==> src/rtl/hook_grab_controller.sv <==
// Hook grab controller: swing, launch, extend, retract and award sequencing.
// Ports: clk/resetN, enable, startOfFrame, fireKey, hook/object inputs; hook commands, speeds, grab/score outputs.
module hook_grab_controller #(
  parameter int BASE_EXT_SPEED = 8,
  parameter int ROT_SPEED      = 2,
  parameter int MAX_OUT_FRAMES = 255
) (
  input  logic       clk,
  input  logic       resetN,
  input  logic       enable,
  input  logic       startOfFrame,
  input  logic       fireKey,
  input  logic       hookCollision,
  input  logic [3:0] objId,
  input  logic [2:0] objWeight,
  input  logic [7:0] objValue,
  input  logic       hookReturnedPulse,
  output logic       sendHook,
  output logic       forceReturn,
  output logic [8:0] extentionSpeed,
  output logic [8:0] rotationSpeed,
  output logic       grabbedValid,
  output logic [3:0] grabbedId,
  output logic       removeObj,
  output logic [7:0] scoreAdd,
  output logic       scoreAddValid
);

  typedef enum logic [2:0] {
    S_IDLE,
    S_SWING,
    S_LAUNCH,
    S_EXTEND,
    S_RET_EMPTY,
    S_RET_LOADED,
    S_AWARD
  } state_e;

  localparam logic [8:0] BASE9 = 9'(BASE_EXT_SPEED);
  localparam logic [8:0] ROT9  = 9'(ROT_SPEED);
  localparam logic [7:0] MAX8  = 8'(MAX_OUT_FRAMES);

  state_e     state_q, state_d;
  logic       fire_q;
  logic [7:0] frames_q, frames_d;
  logic [3:0] id_q, id_d;
  logic [2:0] wt_q, wt_d;
  logic [7:0] val_q, val_d;

  logic [7:0] frames_inc;
  logic [8:0] wt9;
  logic [8:0] loaded_speed;

  // saturating frame count
  assign frames_inc = (frames_q == 8'hFF) ? frames_q : frames_q + 8'd1;

  // heavier load slows retraction, never below 1
  assign wt9 = {6'd0, wt_q};
  assign loaded_speed = (BASE9 > wt9) ? (BASE9 - wt9) : 9'd1;

  always_ff @(posedge clk or negedge resetN) begin
    if (!resetN) begin
      state_q  <= S_IDLE;
      fire_q   <= 1'b0;
      frames_q <= '0;
      id_q     <= '0;
      wt_q     <= '0;
      val_q    <= '0;
    end else begin
      state_q  <= state_d;
      fire_q   <= fireKey;
      frames_q <= frames_d;
      id_q     <= id_d;
      wt_q     <= wt_d;
      val_q    <= val_d;
    end
  end

  always_comb begin
    state_d  = state_q;
    frames_d = frames_q;
    id_d     = id_q;
    wt_d     = wt_q;
    val_d    = val_q;
    if (!enable) begin
      state_d  = S_IDLE;
      frames_d = '0;
      id_d     = '0;
      wt_d     = '0;
      val_d    = '0;
    end else begin
      unique case (state_q)
        S_IDLE: state_d = S_SWING;
        S_SWING: begin
          if (fireKey && !fire_q) begin
            state_d  = S_LAUNCH;
            frames_d = '0;
          end
        end
        S_LAUNCH: begin
          if (startOfFrame) state_d = S_EXTEND;
        end
        S_EXTEND: begin
          if (startOfFrame) frames_d = frames_inc;
          // collision wins over a simultaneous return
          if (hookCollision) begin
            id_d    = objId;
            wt_d    = objWeight;
            val_d   = objValue;
            state_d = S_RET_LOADED;
          end else if (hookReturnedPulse) begin
            state_d = S_SWING;
          end else if (startOfFrame && frames_inc >= MAX8) begin
            state_d = S_RET_EMPTY;
          end
        end
        S_RET_EMPTY: begin
          if (hookReturnedPulse) state_d = S_SWING;
        end
        S_RET_LOADED: begin
          if (hookReturnedPulse) state_d = S_AWARD;
        end
        S_AWARD: state_d = S_SWING;
        default: state_d = S_IDLE;
      endcase
    end
  end

  assign sendHook       = (state_q == S_LAUNCH);
  assign forceReturn    = (state_q == S_RET_EMPTY) ||
                          (state_q == S_RET_LOADED);
  assign rotationSpeed  = (state_q == S_SWING) ? ROT9 : 9'd0;
  assign extentionSpeed = (state_q == S_RET_LOADED) ? loaded_speed
                                                    : BASE9;
  assign grabbedValid   = (state_q == S_RET_LOADED) ||
                          (state_q == S_AWARD);
  assign grabbedId      = grabbedValid ? id_q : 4'd0;
  assign removeObj      = (state_q == S_AWARD);
  assign scoreAddValid  = (state_q == S_AWARD);
  assign scoreAdd       = (state_q == S_AWARD) ? val_q : 8'd0;

endmodule

==> config.mk <==
export PLATFORM = sky130hd
export DESIGN_NAME = hook_grab_controller
export DESIGN_NICKNAME = d
export VERILOG_FILES = /design/src/rtl/hook_grab_controller.sv
export SDC_FILE = /design/constraint.sdc
export NUM_CORES = 1
export LEC_CHECK = 0
export CORE_MARGIN = 10
export CORE_UTILIZATION = 46
export DETAILED_ROUTE_END_ITERATION = 12
export GPL_TIMING_DRIVEN = 1
export PLACE_DENSITY = 0.92
export SLEW_MARGIN = 15
export SYNTH_ARGS = -nofsm -noshare
export SYNTH_HDL_FRONTEND = slang
export SYNTH_SLANG_ARGS = --single-unit
==> constraint.sdc <==
create_clock -name clk -period 2.33 [get_ports clk]
set_clock_uncertainty 0.05 [all_clocks]
set_input_delay 0.3495 -clock clk [delete_from_list [all_inputs] [get_ports clk]]
set_output_delay 0.3495 -clock clk [all_outputs]
set_load 0.01 [all_outputs]
==> metrics.txt, run 1 <==
outcome=finished, final reports clean; Die ar.=6660 um^2; Crit path depth=3; Data arrival, critical path=around 1.8 ns; flops & latches, synth=27; LEAKAGE=between 0.9 and 1 nW; drt total wl=~4.3 mm; Post-synth EDFFs=0; XOR/XNOR share of the synthesized area=0.00502; global route overflow=0; length in cells of the worst reg-to-reg path=6; worst setup path startpoint=state_q[2]; Startpoint Class=register; Register Area=678 um^2; routed vias=between 1,500 and 2,000; Filler cells=approximately 340; FP Rows=22; post-layout power=1.09 mW; Slowest-stage cell, CP=clkdlybuf4s50_1; final std cells w/o fill=between 200 and 300; Post-Syn Area=approximately 1700 um^2; Vias/cell=5.28; Sink Count=27; Core Region=between 3000 and 4000 um^2; Setup crit end kind=output port; area fraction in compound gates after synthesis=0.217; Post-synth ARST share=1.00; Synth cell types=between 40 and 50; IO Pins=57; Final min period=~2.2 ns; crit-path cells=and2b_1 > nor2b_1 > clkdlybuf4s50_1; setup ws final=0.119 ns; Crit Reg-Reg Startpoint=frames_q[0]; area grow syn2layout=26.0%; Place WS=between 0.3 and 0.4 ns; sequential share of the synthesized area=0.387; Worst-Margin Slew=between 0.5 and 0.6 ns; Pre-antenna DRT Iters=4; CP endpoint=sendHook; clk buf depth=2; Slew Limit Headroom=0.639; Max VDD drop=~0.28 mV; number of max-cap violations=0; most common cell after layout, fill and taps aside=clkdlybuf4s50_1; FMAX=452 MHz; first-pass GRT wire length=~6.9 mm; WP data required=around 1.9 ns; critical-path maximum fanout=6; Mapped Cells=approximately 210; setup tns final=0 ns; chip width=81.6 um; placed insts=291; GRT Total Usage=0.126; root buffer cell=clkbuf_8; Initial Util=0.477; Slowest Stage Delay on Critical Path=between 0.5 and 0.6 ns; RePlAce Congestion=about 0.84; PwrDens=roughly 490 nW/um^2; Crit path max-delay family=buffers and inverters; Tcrit/Tclk final=0.949; reg-to-reg slack, setup=~0.38 ns; type of the most critical hold path=input port to async pin; crit path kind=register to output port; pin count of the biggest net entering global routing=28; CTS tree=yes; Core Util, Final=0.601; Final nets=around 270; number of CTS-inserted buffers=3; ys flop type=dfrtp_1; clock edge transition at the registers on the reported setup and hold paths=~0.10 ns; Bufs and invs on worst path=1; DPL Wire Length=about 3.4 mm; height of the die=81.6 um; DRC viols=0; FF-to-FF End=state_q[2]; Ys Warns=0; ANT nets after route=0; syn avg cell area=slightly above 8 um^2; fin. max-slew vios=0; setup violators final=0; I/O Buffers=43; ANT cells=0; Post-Synth Adder-Cell Area=0.0143; H-tree levels=1; post-synthesis mux area share=0.00645; largest family of logic cells by synthesized area=simple AND/OR/NAND/NOR gates; vias in the first global route=approximately 1,600; multi-input combinational cell area=about 910 um^2; share of cells above drive strength 1=0.0803; Clk Latency, worst-skew pair=0.27 ns; initial antenna violation count=0; Final Hold Viols=0; Simple-Gate Fraction of Synth Area=0.251; wire length per cell=between 10 and 15 um; most frequent cells in the layout=clkdlybuf4s50_1, nand2_1, dfrtp_1; Iter 0 DRT Violations=91
-- area by class of cell --
| cell class | count | share of cell area |
|---|---|---|
| sequential | 27 | 0.308 |
| clock inverter | 1 | 0.00341 |
| clock buffer | 3 | 0.0188 |
| multi-input combinational | 164 | 0.414 |
| timing repair buffer | 51 | 0.223 |
| inverter | 3 | 0.00512 |
| tap | 48 | 0.0273 |
-- synthesized netlist by cell type (3+ instances only) --
cell type | n | area, um^2
nand2_1 | 38 | 143
dfrtp_1 | 27 | 676
a21oi_1 | 24 | 120
buf_4 | 15 | 113
and2_1 | 12 | 75.1
nand3_1 | 10 | 50.1
o21ai_0 | 8 | 40.0
and3_1 | 7 | 43.8
buf_2 | 6 | 30.0
clkbuf_1 | 6 | 22.5
nor2b_1 | 6 | 37.5
o21ai_1 | 5 | 25.0
a31oi_1 | 4 | 25.0
nor2_1 | 4 | 15.0
a22o_1 | 3 | 26.3
inv_1 | 3 | 11.3
o21a_1 | 3 | 22.5
-- how the worst min path moves through the flow --
stage	cells past startpoint	slack [ns]	start	end
floorplan	0	0.004	resetN	fire_q
global placement	2	0.45	val_q[5]	val_q[5]
detailed placement	2	0.46	val_q[0]	val_q[0]
CTS	2	0.40	resetN	id_q[2]
global route	2	0.41	resetN	id_q[2]
finish	2	0.39	resetN	frames_q[2]
-- kinds of logic (layout without fill, tap and decap cells) --
kind of cell	after synthesis	after routing
buffers and inverters	33	58
XOR/XNOR	1	1
multiplexers	1	1
flip-flops	27	27
adder cells (fa/ha/maj)	2	2
other	1	13
AND/OR/NAND/NOR	87	87
AO/OA/AOI/OAI	60	60
-- sequential cells by signal, indices dropped and copies added, names as in the netlist --
| signal | cells |
|---|---|
| frames_q | 8 |
| val_q | 8 |
| state_q | 3 |
| id_q | 4 |
| fire_q | 1 |
| wt_q | 3 |
-- through the flow --
| stage | hold slack (ns) | instance area (um^2) |
|---|---|---|
| 6_report | 0.391 | 2200 |
| 3_3_place_gp | 0.455 | 2130 |
| 4_1_cts | 0.397 | 2180 |
| 5_1_grt | 0.412 | 2200 |
| 3_5_place_dp | 0.462 | 2130 |
| 2_1_floorplan | 0.00391 | 1790 |
-- layer usage --
metal  global-route usage  routed length, um  vias to the layer above
li1                     -                  -                      781
met4               0.0476                 34                        0
met1                0.148               1810                      738
met5                    0                  0                        -
met2                0.223               2220                       47
met3               0.0251                274                        2
-- worst register-to-register path: cells and delay by family (launching register included) --
family / cells / cell delay [ns]
AO/OA/AOI/OAI: 4 / 0.79
AND/OR/NAND/NOR: 1 / 0.25
adder cells (fa/ha/maj): 1 / 0.30
flip-flops: 1 / 0.45
-- repair_timing --
| action | in CTS | in global routing |
|---|---|---|
| gates resized for setup | 0 | 2 |
| hold buffers | 0 | 0 |
| setup buffers | 0 | 2 |
| setup endpoints to repair | 0 | 16 |
-- report_power, final --
group / leakage [nW] / internal (mW) / switching [mW]
clock network: 0.0217 / 0.121 / 0.153
logic: 0.509 / 0.138 / 0.149
registers: 0.370 / 0.493 / 0.0325
(Power assumes the default switching activity.)
==> inputs of run 2 (changes only) <==
CORE_UTILIZATION = 45   (was 46)
PLACE_DENSITY = 0.91   (was 0.92)
SLEW_MARGIN = 20   (was 15)
==> run 2 against run 1 <==
  * Worst setup slack lost 0.015 ns
  * First-iteration DRC count grew 120%
  * Via count grew 1.4%
  * Maximum frequency shrank 0.70%
  * Critical endpoint unchanged
  * Total power grew 1.2%
  * Utilization shrank 1.0 points
  * Non-clock buffer count shrank 1
  * Sequential power shrank 1%
  * Register-to-register slack is essentially flat
==> metrics.txt, run 2 (synthesis results as in run 1) <==
first-pass GRT wire length=between 6 and 7 mm; IO Pins=57; Final Hold Viols=0; placed insts=290; clk buf depth=2; LEAKAGE=0.896 nW; ANT cells=0; Slew Limit Headroom=0.620; critical-path maximum fanout=6; fin. max-slew vios=0; setup tns final=0 ns; height of the die=around 80 um; Die ar.=roughly 6800 um^2; most common cell after layout, fill and taps aside=clkdlybuf4s50_1; final std cells w/o fill=between 200 and 300; Iter 0 DRT Violations=198; crit-path cells=and2b_1 > nor2b_1 > clkdlybuf4s50_1; RSZ-0062 raised after global routing=false; type of the most critical hold path=input port to async pin; hold slack=between 0.3 and 0.4 ns; Pre-antenna DRT Iters=4; Max VDD drop=0.314 mV; ANT nets after route=0; FP Rows=22; root buffer cell=clkbuf_8; DPL Wire Length=about 3.4 mm; FMAX=449 MHz; Bufs and invs on worst path=1; number of max-cap violations=0; pin count of the biggest net entering global routing=28; cts hold-fix bufs=0; Tcrit/Tclk final=0.956; clock edge transition at the registers on the reported setup and hold paths=~0.10 ns; Data arrival, critical path=approximately 1.8 ns; PwrDens=about 500 nW/um^2; Startpoint Class=register; setup violators final=0; DRC viols=0; crit path kind=register to output port; WP data required=between 1.5 and 2 ns; routed vias=1,590; vias in the first global route=around 1,500; most frequent cells in the layout=clkdlybuf4s50_1, nand2_1, dfrtp_1; wire length per cell=14.9 um; Slowest Stage Delay on Critical Path=between 0.5 and 0.6 ns; H-tree levels=1; Place WS=slightly below 0.3 ns; chip width=slightly above 80 um; Sink Count=27; CTS tree=yes; Core Region=roughly 3700 um^2; drt total wl=roughly 4.4 mm; Clk Latency, worst-skew pair=between 0.2 and 0.3 ns; I/O Buffers=43; area grow syn2layout=25.7%; number of CTS-inserted buffers=3; Initial Util=0.470; Worst-Margin Slew=about 0.57 ns; Vias/cell=about 5.4; reg-to-reg slack, setup=approximately 0.38 ns; Setup crit end kind=output port; Largest regs=frames_q x8, val_q x8, id_q x4; RePlAce Congestion=around 0.83; Final min period=between 2 and 2.5 ns; GRT Total Usage=0.124; outcome=finished, final reports clean; Crit path max-delay family=buffers and inverters; global route overflow=0; share of cells above drive strength 1=0.0806; Final nets=273; initial antenna violation count=0; Slowest-stage cell, CP=clkdlybuf4s50_1; setup ws final=0.103 ns
## run 2: worst reg2reg max path, stage by stage (launching register included)
cell	delay (ns)
dfrtp_1	0.45
ha_1	0.30
and3_4	0.25
a32o_1	0.27
a32oi_2	0.17
o21ai_1	0.12
a32o_1	0.23
## run 2: routing by layer
layer,track usage,wire length [um],vias to the layer above
li1,-,-,781
met1,0.163,1890,748
met2,0.197,2150,57
met3,0.0205,310,4
met4,0.0493,47,0
met5,0,0,-
## run 2: power by group
group	switching, mW	internal, mW
clock network	0.156	0.122
registers	0.0271	0.493
logic	0.159	0.144
## run 2: cell type report
type / instances / area (um^2)
Inverter: 3 / 11.3
Multi-Input combinational cell: 164 / 913
Tap cell: 48 / 60.1
Clock buffer: 3 / 41.3
Fill cell: 334 / 1520
Clock inverter: 1 / 7.51
Timing Repair Buffer: 50 / 483
Sequential cell: 27 / 678
## run 2: path summary, 6_finish.rpt
| check | start | end | depth (start not counted) |
|---|---|---|---|
| max | state_q[2] | sendHook | 3 |
| min | resetN | frames_q[2] | 2 |
| max reg2reg | frames_q[0] | state_q[2] | 6 |
| min reg2reg | val_q[2] | val_q[2] | 2 |
| max in group asynchronous | resetN | state_q[1] | 2 |
| min in group clk | val_q[2] | val_q[2] | 2 |
## run 2: repair_timing
| item | CTS | global route |
|---|---|---|
| setup endpoints to repair | 3 | 17 |
| hold endpoints to repair | 0 | 0 |
| setup buffers | 0 | 2 |
| resized for setup | 1 | 2 |
## run 2: stage by stage
stage,power [mW],instance area [um^2],util
after global routing,1.16,2190,0.591
final,1.10,2190,0.591
after global placement,0.797,2130,0.572
after detailed placement,0.807,2130,0.572
after CTS,1.08,2180,0.586
after floorplan,0.709,1790,-
